===== config.mk =====
export PLATFORM = sky130hd
export DESIGN_NAME = x_uart_cmd_rx
export DESIGN_NICKNAME = d
export VERILOG_FILES = /design/src/rtl/x_uart_pkg.sv /design/src/rtl/x_uart_rx_byte.sv /design/src/rtl/x_uart_cmd_rx.sv
export SDC_FILE = /design/constraint.sdc
export NUM_CORES = 1
export LEC_CHECK = 0
export CAP_MARGIN = 20
export CORE_MARGIN = 2
export CORE_UTILIZATION = 57
export CTS_CLUSTER_DIAMETER = 200
export CTS_CLUSTER_SIZE = 14
export DETAILED_ROUTE_END_ITERATION = 7
export GPL_TIMING_DRIVEN = 0
export PLACE_DENSITY = 0.77
export RECOVER_POWER = 100
export SLEW_MARGIN = 30
export SYNTH_ARGS = -nofsm -noshare
export SYNTH_HDL_FRONTEND = slang
export SYNTH_SLANG_ARGS = --single-unit

===== constraint.sdc =====
create_clock -name i_clk -period 2.3 [get_ports i_clk]
set_input_delay 0.46 -clock i_clk [delete_from_list [all_inputs] [get_ports i_clk]]
set_output_delay 0.46 -clock i_clk [all_outputs]
set_load 0.03 [all_outputs]

===== src/rtl/x_uart_pkg.sv =====
// Shared definitions for the UART calibration command receiver.
// Holds the command byte values and the state encodings used by the
// byte deserialiser and the command decoder.
package x_uart_pkg;

    localparam logic [7:0] CMD_SET_CTRL = 8'h43;
    localparam logic [7:0] CMD_TRIGGER  = 8'h54;

    typedef enum logic [1:0] {
        IDLE  = 2'd0,
        START = 2'd1,
        DATA  = 2'd2,
        STOP  = 2'd3
    } rx_state_t;

    typedef enum logic {
        D_CMD = 1'b0,
        D_ARG = 1'b1
    } dec_state_t;

endpackage


===== src/rtl/x_uart_rx_byte.sv =====
// 8N1 byte deserialiser: two-flop input synchroniser followed by a
// start/data/stop state machine timed by a reloaded bit-period counter.
// Emits a one-cycle byte_vld with the byte on a good stop bit, or a
// one-cycle frame_err when the stop bit samples low.
module x_uart_rx_byte
    import x_uart_pkg::*;
#(
    parameter int P_CLKS = 104
) (
    input  logic       i_clk,
    input  logic       i_rst,
    input  logic       i_uart_rx,
    output logic [7:0] o_byte,
    output logic       o_byte_vld,
    output logic       o_frame_err
);

    localparam int CNT_W = $clog2(P_CLKS) + 1;
    localparam logic [CNT_W-1:0] FULL_RELOAD = CNT_W'(P_CLKS - 1);
    localparam logic [CNT_W-1:0] HALF_RELOAD = CNT_W'(P_CLKS / 2 - 1);

    logic             sync1_q;
    logic             sync2_q;
    logic             rxPrev_q;
    rx_state_t        state_q;
    logic [CNT_W-1:0] cnt_q;
    logic [2:0]       bitIdx_q;
    logic [7:0]       shift_q;
    logic [7:0]       byte_q;
    logic             byteVld_q;
    logic             frameErr_q;

    // Synchronise the line, then walk start/data/stop sampling mid-bit; the start
    // check halfway through the start bit rejects short low glitches, and IDLE
    // only arms on a falling edge so a held-low break never starts a new frame.
    always_ff @(posedge i_clk) begin
        if (i_rst) begin
            sync1_q    <= 1'b1;
            sync2_q    <= 1'b1;
            rxPrev_q   <= 1'b1;
            state_q    <= IDLE;
            cnt_q      <= '0;
            bitIdx_q   <= '0;
            shift_q    <= '0;
            byte_q     <= '0;
            byteVld_q  <= 1'b0;
            frameErr_q <= 1'b0;
        end else begin
            sync1_q    <= i_uart_rx;
            sync2_q    <= sync1_q;
            rxPrev_q   <= sync2_q;
            byteVld_q  <= 1'b0;
            frameErr_q <= 1'b0;
            case (state_q)
                IDLE: begin
                    if (!sync2_q && rxPrev_q) begin
                        state_q <= START;
                        cnt_q   <= HALF_RELOAD;
                    end
                end
                START: begin
                    if (cnt_q == '0) begin
                        if (sync2_q) begin
                            state_q <= IDLE;
                        end else begin
                            state_q  <= DATA;
                            cnt_q    <= FULL_RELOAD;
                            bitIdx_q <= '0;
                        end
                    end else begin
                        cnt_q <= cnt_q - 1'b1;
                    end
                end
                DATA: begin
                    if (cnt_q == '0) begin
                        shift_q <= {sync2_q, shift_q[7:1]};
                        cnt_q   <= FULL_RELOAD;
                        if (bitIdx_q == 3'd7) begin
                            state_q <= STOP;
                        end else begin
                            bitIdx_q <= bitIdx_q + 1'b1;
                        end
                    end else begin
                        cnt_q <= cnt_q - 1'b1;
                    end
                end
                STOP: begin
                    if (cnt_q == '0) begin
                        if (sync2_q) begin
                            byte_q    <= shift_q;
                            byteVld_q <= 1'b1;
                        end else begin
                            frameErr_q <= 1'b1;
                        end
                        state_q <= IDLE;
                    end else begin
                        cnt_q <= cnt_q - 1'b1;
                    end
                end
                default: state_q <= IDLE;
            endcase
        end
    end

    assign o_byte      = byte_q;
    assign o_byte_vld  = byteVld_q;
    assign o_frame_err = frameErr_q;

endmodule


===== src/rtl/x_uart_cmd_rx.sv =====
// Host-to-FPGA calibration command receiver. Decodes 'C' <tap> to update the
// delay-line tap index and 'T' to fire a capture pulse.
// Optional feature: define X_UART_CMD_RX_TIMEOUT_EN to abandon a pending 'C'
// when its argument byte does not arrive within p_timeout bit periods.
module x_uart_cmd_rx
    import x_uart_pkg::*;
#(
    parameter int p_clk_hz  = 12000000,
    parameter int p_baud    = 115200,
    parameter int p_timeout = 32
) (
    input  logic       i_clk,
    input  logic       i_rst,
    input  logic       i_uart_rx,
    output logic [7:0] o_ctrl,
    output logic       o_ctrl_vld,
    output logic       o_capture,
    output logic       o_frame_err
);

    localparam int P_CLKS = p_clk_hz / p_baud;
    localparam int TO_CYC = p_timeout * P_CLKS;

    logic [7:0] rxByte;
    logic       rxByteVld;
    logic       rxFrameErr;

    dec_state_t decState_q;
    logic [7:0] ctrl_q;
    logic       ctrlVld_q;
    logic       capture_q;
    logic       frameErr_q;

    x_uart_rx_byte #(
        .P_CLKS(P_CLKS)
    ) u_rx_byte (
        .i_clk      (i_clk),
        .i_rst      (i_rst),
        .i_uart_rx  (i_uart_rx),
        .o_byte     (rxByte),
        .o_byte_vld (rxByteVld),
        .o_frame_err(rxFrameErr)
    );

`ifdef X_UART_CMD_RX_TIMEOUT_EN
    localparam int TO_W = $clog2(TO_CYC) + 1;
    localparam logic [TO_W-1:0] TO_RELOAD = TO_W'(TO_CYC - 1);
    logic [TO_W-1:0] toCnt_q;
`else
    logic unusedTimeoutCfg;
    assign unusedTimeoutCfg = ^TO_CYC;
`endif

    // Command decoder: a received byte in D_ARG always becomes the tap index,
    // so command values are legal arguments; a framing error drops a pending SET.
    always_ff @(posedge i_clk) begin
        if (i_rst) begin
            decState_q <= D_CMD;
            ctrl_q     <= '0;
            ctrlVld_q  <= 1'b0;
            capture_q  <= 1'b0;
            frameErr_q <= 1'b0;
`ifdef X_UART_CMD_RX_TIMEOUT_EN
            toCnt_q    <= '0;
`endif
        end else begin
            ctrlVld_q  <= 1'b0;
            capture_q  <= 1'b0;
            frameErr_q <= rxFrameErr;
            case (decState_q)
                D_CMD: begin
                    if (rxByteVld) begin
                        if (rxByte == CMD_SET_CTRL) begin
                            decState_q <= D_ARG;
`ifdef X_UART_CMD_RX_TIMEOUT_EN
                            toCnt_q    <= TO_RELOAD;
`endif
                        end else if (rxByte == CMD_TRIGGER) begin
                            capture_q <= 1'b1;
                        end
                    end
                end
                D_ARG: begin
                    if (rxByteVld) begin
                        ctrl_q     <= rxByte;
                        ctrlVld_q  <= 1'b1;
                        decState_q <= D_CMD;
                    end else if (rxFrameErr) begin
                        decState_q <= D_CMD;
`ifdef X_UART_CMD_RX_TIMEOUT_EN
                    end else if (toCnt_q == '0) begin
                        decState_q <= D_CMD;
                    end else begin
                        toCnt_q <= toCnt_q - 1'b1;
`endif
                    end
                end
                default: decState_q <= D_CMD;
            endcase
        end
    end

    assign o_ctrl      = ctrl_q;
    assign o_ctrl_vld  = ctrlVld_q;
    assign o_capture   = capture_q;
    assign o_frame_err = frameErr_q;

endmodule

# Word level (Yosys, flattened, before mapping)
# Cells that the tools add are included.
totals:
  output_inout_bits: 11
  word_cells: 77
  regBits: 46
op_classes:
  n_reduce_logical: 14
  n_mux: 27
  add_sub_neg: 2
  n_eq_ne: 15
  n_bitwise: 4
ops:
  columns: ["op", "count"]
  rows:
  - ["8-bit 2-to-1 mux", 5]
  - ["8-bit case mux with 4 select lines", 1]
  - ["8-bit by 7-bit equality test with 1-bit output (second input constant)", 2]
  - ["2-bit 2-to-1 mux", 6]
  - ["3-bit 2-to-1 mux", 4]
  - ["2-bit by 1-bit inequality test with 1-bit output (second input constant)", 5]
  - ["5-bit AND reduction", 2]
  - ["8-bit zero test", 1]
  - ["1-bit 2-to-1 mux", 8]
  - ["2-bit case mux with 4 select lines", 1]
  - ["8-bit by 1-bit subtractor with 8-bit output (second input constant)", 1]
  - ["2-bit inequality test (second input constant)", 3]
  - ["3-bit case mux with 2 select lines", 1]
  - ["3-bit AND reduction", 2]
  - ["2-bit equality test (second input constant)", 2]
  - ["1-bit inverter", 4]
  - ["2-bit AND reduction", 2]
  - ["4-bit OR reduction", 1]
  - ["3-bit by 1-bit adder with 3-bit output (second input constant)", 1]
  - ["3-bit equality test (second input constant)", 1]
  - ["3-bit inequality test (second input constant)", 1]
  - ["3-bit OR reduction", 1]
  - ["2-bit by 1-bit equality test with 1-bit output (second input constant)", 1]
  - ["2-bit zero test", 1]
  - ["other kinds (5)", 5]

# Depth between registers and ports, before layout
depth:
  depth_word: 4
  ltp_mapped: 7
  mapped_depth_nobuf: 6

# Modules after synthesis
# A second synthesis with hierarchy kept.
hier_totals:
  cells_unflattened: 231
  area_unflattened_um2: 2137.0
by_module_without_submodules:
  columns: ["module", "cells_per_inst", "n_inst", "area_per_inst_um2", "seq_area_each_um2"]
  rows:
  - ["x_uart_rx_byte", 178, 1, 1646.6, 680.7]
  - ["x_uart_cmd_rx", 53, 1, 490.5, 240.2]

# Least setup slack after synthesis
# Ideal clock, no wire load.
synth_timing:
  path_type: "reg2reg"
  startpoint: "register u_rx_byte.cnt_q[0]"
  endpoint: "register u_rx_byte.shift_q[0]"
  path_buffers: 1
  synth_period_minus_slack_ns: 1.822
  path_stages_with_launch: 8
  t_arrival_ns: 1.695
  path_slack_ns: 0.478
  setup_ns: 0.128
  path_cell_list: "dfxtp_1 inv_1 ha_1 nor3b_1 buf_2 nand3_2 mux2i_1 nor2_1"
synth_via:
  elab_chain_cells: 2
synth_lines:
  columns: ["element", "line", "rtl"]
  rows:
  - ["from (decl)", "x_uart_rx_byte.sv:26", "logic [CNT_W-1:0] cnt_q;"]
  - ["from (signal assigned)", "x_uart_rx_byte.sv:71", "cnt_q <= cnt_q - 1'b1;"]
  - ["from (signal assigned)", "x_uart_rx_byte.sv:84", "cnt_q <= cnt_q - 1'b1;"]
  - ["from (signal assigned)", "x_uart_rx_byte.sv:97", "cnt_q <= cnt_q - 1'b1;"]
  - ["8-bit zero test", "x_uart_rx_byte.sv:75", "if (cnt_q == '0) begin"]
  - ["2-bit AND reduction (no source line)", null, null]
  - ["to (signal assigned)", "x_uart_rx_byte.sv:76", "shift_q <= {sync2_q, shift_q[7:1]};"]
  - ["to (decl)", "x_uart_rx_byte.sv:28", "logic [7:0] shift_q;"]
# No other way between the ends.
# A chain may end at the register's enable or synchronous reset.

# Worst setup path after layout
layout_timing:
  startpoint: "register u_rx_byte.cnt_q[4]"
  endpoint: "register u_rx_byte.shift_q[4]"
# The elaborated chain is that of the path after synthesis.

==> results.txt <==
The flow ran to the end, and the final reports show no timing, DRC or antenna violations. The root buffer selected by CTS was clkbuf_4. The first global-routing pass estimated 6748 um of wire. The run gives 350 ps as the latest clock arrival within the worst-skew pair.

The cell area after synthesis is 2047 um^2, and the transition time at the pin with the least slew margin is 888.7 ps. On the worst path, the slowest cell contributes a delay of 790 ps. In this run the standard cell core region covers 3390 um^2. Relative to the synthesized area, the layout overhead comes to 13.26%. After synthesis, the netlist uses 45 different library cells. The depth of the worst register-to-register path came out at 4.

The tools report the end of the worst register-to-register path as u_rx_byte.shift_q[4]. The tools report the finished layout cell area as 2318 um^2. After layout, the worst path uses 87.26% of the clock period. The detailed router placed 1658 vias in this run. In this run the static leakage power is 0.9785 nW. For this configuration, the core starts out at a cell density of 60.39%.

For this run, asynchronously set or reset flops after synthesis account for 0%. The logs give 46 for the TritonCTS sink count and 141.2 ps for the worst-case setup slack after placement. Setup violations remaining at the end of the flow were counted as 0.

After synthesis, the cell types taking the most area are dfxtp_1 (45%), mux2i_1 (7.8%), nor2_1 (6.1%), a21oi_1 (4.9%), ha_1 (4.3%). The largest individual stage delay along the critical path comes from the cell nor4_2. The average instance area after synthesis works out to 8.900 um^2. Setup repair after global routing left no endpoint under its margin.

The number of antenna violations at the first check in global routing was 0. When the netlist entered floorplanning its net count stood at 240. The number of gates resized after CTS came out at 0. Fill cells in the final layout number 275. Once routing completed, OpenROAD measured the worst setup slack at 293.1 ps. The minimum clock period after layout was 2007 ps. Wires add up to 3902 um.

In this run the number of H-tree levels came out at 2. The most common cell in the synthesized netlist is dfxtp_1. The vias per cell works out to 5.582.

The path type of the worst min-delay path is flip-flop to flip-flop. Counting every instance in the synthesized netlist gives 230. The run gives 0 as the final hold violation count.

During synthesis, Yosys emitted a total of 0 warnings. Timing would allow up to 498.3 MHz. The tools report the critical path endpoint category as a flip-flop. Port buffering added 13 buffers. In this run, the number of DRC markers left after iteration 0 of detailed routing was 86.

Synthesis inferred 46 register bits. The half-perimeter wire length after detailed placement is 2804 um. The relative max-transition margin was 40.26%; the area share of the largest cell type after synthesis was 44.99%. In the final layout, the share of cells above drive strength 1 is 7.968%. The total overflow left after global routing is 0. After detailed routing, the average wire length per cell comes to 13.14 um.

The signal on the critical path passes through nor4_2 -> nand3_2 -> mux2i_1 -> nor2_1. The critical path is of the flip-flop to flip-flop type. TritonCTS built the clock tree. The run gives 14 as the total I/O pin count.

The maximum buffer depth of the clock tree is 2, and the areal power density over the cells is 780.8 nW/um^2. The data arrival time at the worst-slack endpoint is 2240 ps. For the final weighted congestion in routability-driven placement, the log shows 0.8864. The cell taking the most area after synthesis is dfxtp_1. The initialized floorplan defines 21 standard-cell rows. The number of remaining DRC errors is 0, and the final max-slew violation count is 0. The floorplan step set the die width to 63.93 um. The pre-antenna-repair detailed-routing pass consisted of 4 iterations.

In this run the cell area measured after placement is 2235 um^2. The count of flip-flops with a built-in enable after synthesis is 0. After the last flow step, the layout net total stands at 260.

The repair_antennas step left the layout with diodes totalling 0. The tools report the count of maximum capacitance violations as 0. Entering global routing, the biggest net connects 15 pins.

The number of global-route vias before repair is 1498, and the peak supply drop is 0.0004643 V. The reg-to-reg startpoint was u_rx_byte.cnt_q[4]. On the final layout, the worst clock skew is 7.412 ps. The die covers 4086 um^2.

The worst register-to-register path has a setup slack of 290 ps. The die is 63.93 um tall. After clock tree synthesis, the clock-pin slew on the worst setup and hold paths is 130 ps. Along the worst path, the maximum fanout reaches 10. Summed over all failing endpoints, the final setup total negative slack is 0 ps. Global routing used 21.07% of the available tracks across all layers.

The worst setup path is launched from a flip-flop. The commonest cells after synthesis are dfxtp_1 (46), nor2_1 (33), nand2_1 (21), a21oi_1 (20), mux2i_1 (16). Source of the critical timing path: u_rx_byte.cnt_q[4].

The tools report the post-CTS setup-driven buffer insertion count as 0. The flip-flop cell with the highest count after synthesis is dfxtp_1. Data on the critical path is required at its endpoint by 2540 ps.

In this run the worst setup path terminates at u_rx_byte.shift_q[4]. The number of buffers created by CTS was 5; the share of the yosys chip area belonging to registers was 44.99%. Number of buffers inserted by hold repair at cts: 0. The detail route stage leaves a number of antenna-violating nets equal to 0. The instance count along the most critical hold path is 1.
==> worst min path at each step <==
stage | start | endpoint | slack (ps)
finish | u_rx_byte.sync1_q | u_rx_byte.sync2_q | 420
global route | u_rx_byte.sync1_q | u_rx_byte.sync2_q | 430
CTS | u_rx_byte.sync1_q | u_rx_byte.sync2_q | 430
detailed placement | u_rx_byte.sync1_q | u_rx_byte.sync2_q | 400
global placement | u_rx_byte.sync1_q | u_rx_byte.sync2_q | 390
floorplan | u_rx_byte.sync1_q | u_rx_byte.sync2_q | 390
==> cell families (layout without fill, tap and decap cells) <==
logic type,after synthesis,after routing,synth area share [%]
adder cells (fa/ha/maj),7,7,4.279
buffers and inverters,19,40,3.606
AND/OR/NAND/NOR,87,87,21.88
AO/OA/AOI/OAI,55,55,17.42
flip-flops,46,46,44.99
multiplexers,16,16,7.824
==> worst max-delay path: cells and delay by family (launching register included) <==
kind	cells	cell delay (ps)
flops	1	400
mux	1	250
simple gates	3	1240
==> per-layer routing <==
| layer | vias to the layer above | track usage, % | wire length (um) |
|---|---|---|---|
| met2 | 36 | 31.77 | 1668 |
| met3 | 5 | 4.754 | 181 |
| met1 | 762 | 28.86 | 2001 |
| met5 | - | 0 | 0 |
| met4 | 0 | 8.967 | 51 |
| li1 | 855 | - | - |
==> state kept, by name, summed over array words and instances, names as in the netlist, named ones only <==
register	flops
decState_q	1
u_rx_byte.sync1_q	1
u_rx_byte.o_frame_err	1
u_rx_byte.o_byte_vld	1
u_rx_byte.rxPrev_q	1
o_ctrl	8
u_rx_byte.sync2_q	1
u_rx_byte.shift_q	8
u_rx_byte.state_q	1
u_rx_byte.cnt_q	8
u_rx_byte.bitIdx_q	3
o_frame_err	1
u_rx_byte.o_byte	8
o_ctrl_vld	1
o_capture	1
==> final cells by class <==
cell class	instances	area, um^2	share of cell area, %
Buffer	11	43.79	1.889
Tap cell	46	57.56	2.482
Multi-Input combinational cell	165	1057	45.60
Sequential cell	46	920.9	39.72
Clock buffer	6	41.29	1.781
Clock inverter	2	37.54	1.619
Inverter	8	30.03	1.295
Timing Repair Buffer	13	130.1	5.613
==> per-stage QoR <==
step / power (mW) / instances / hold WS [ps] / utilization [%]
5_1_grt: 1.909 / 297 / 434.5 / 68.40
3_3_place_gp: 1.331 / 289 / 391.0 / 65.93
3_5_place_dp: 1.332 / 289 / 397.2 / 65.93
6_report: 1.810 / 297 / 424.4 / 68.40
2_1_floorplan: 1.239 / 230 / 389.5 / -
4_1_cts: 1.814 / 297 / 427.6 / 68.25
==> placed cells by master, fill, tap and decap left out, types with 3 or more instances in the layout <==
| cell type | count |
|---|---|
| a211oi_1 | 7 |
| a21boi_0 | 3 |
| a21oi_1 | 20 |
| a31oi_1 | 3 |
| clkbuf_1 | 10 |
| clkbuf_4 | 5 |
| dfxtp_1 | 46 |
| dlygate4sd3_1 | 12 |
| ha_1 | 7 |
| inv_1 | 8 |
| mux2i_1 | 16 |
| nand2_1 | 21 |
| nand2b_1 | 4 |
| nor2_1 | 33 |
| nor3_1 | 3 |
| nor3b_1 | 3 |
| nor4_1 | 3 |
| o21ai_0 | 6 |
| o22ai_1 | 3 |
| or2_2 | 3 |
==> power breakdown <==
group          switching [mW]  internal [mW]  leakage, nW
registers              0.0404          0.825        0.372
clock network           0.253          0.230       0.0385
logic                   0.285          0.177        0.568
total                   0.578           1.23        0.979
Note: power is estimated with default switching activity, not from simulation.
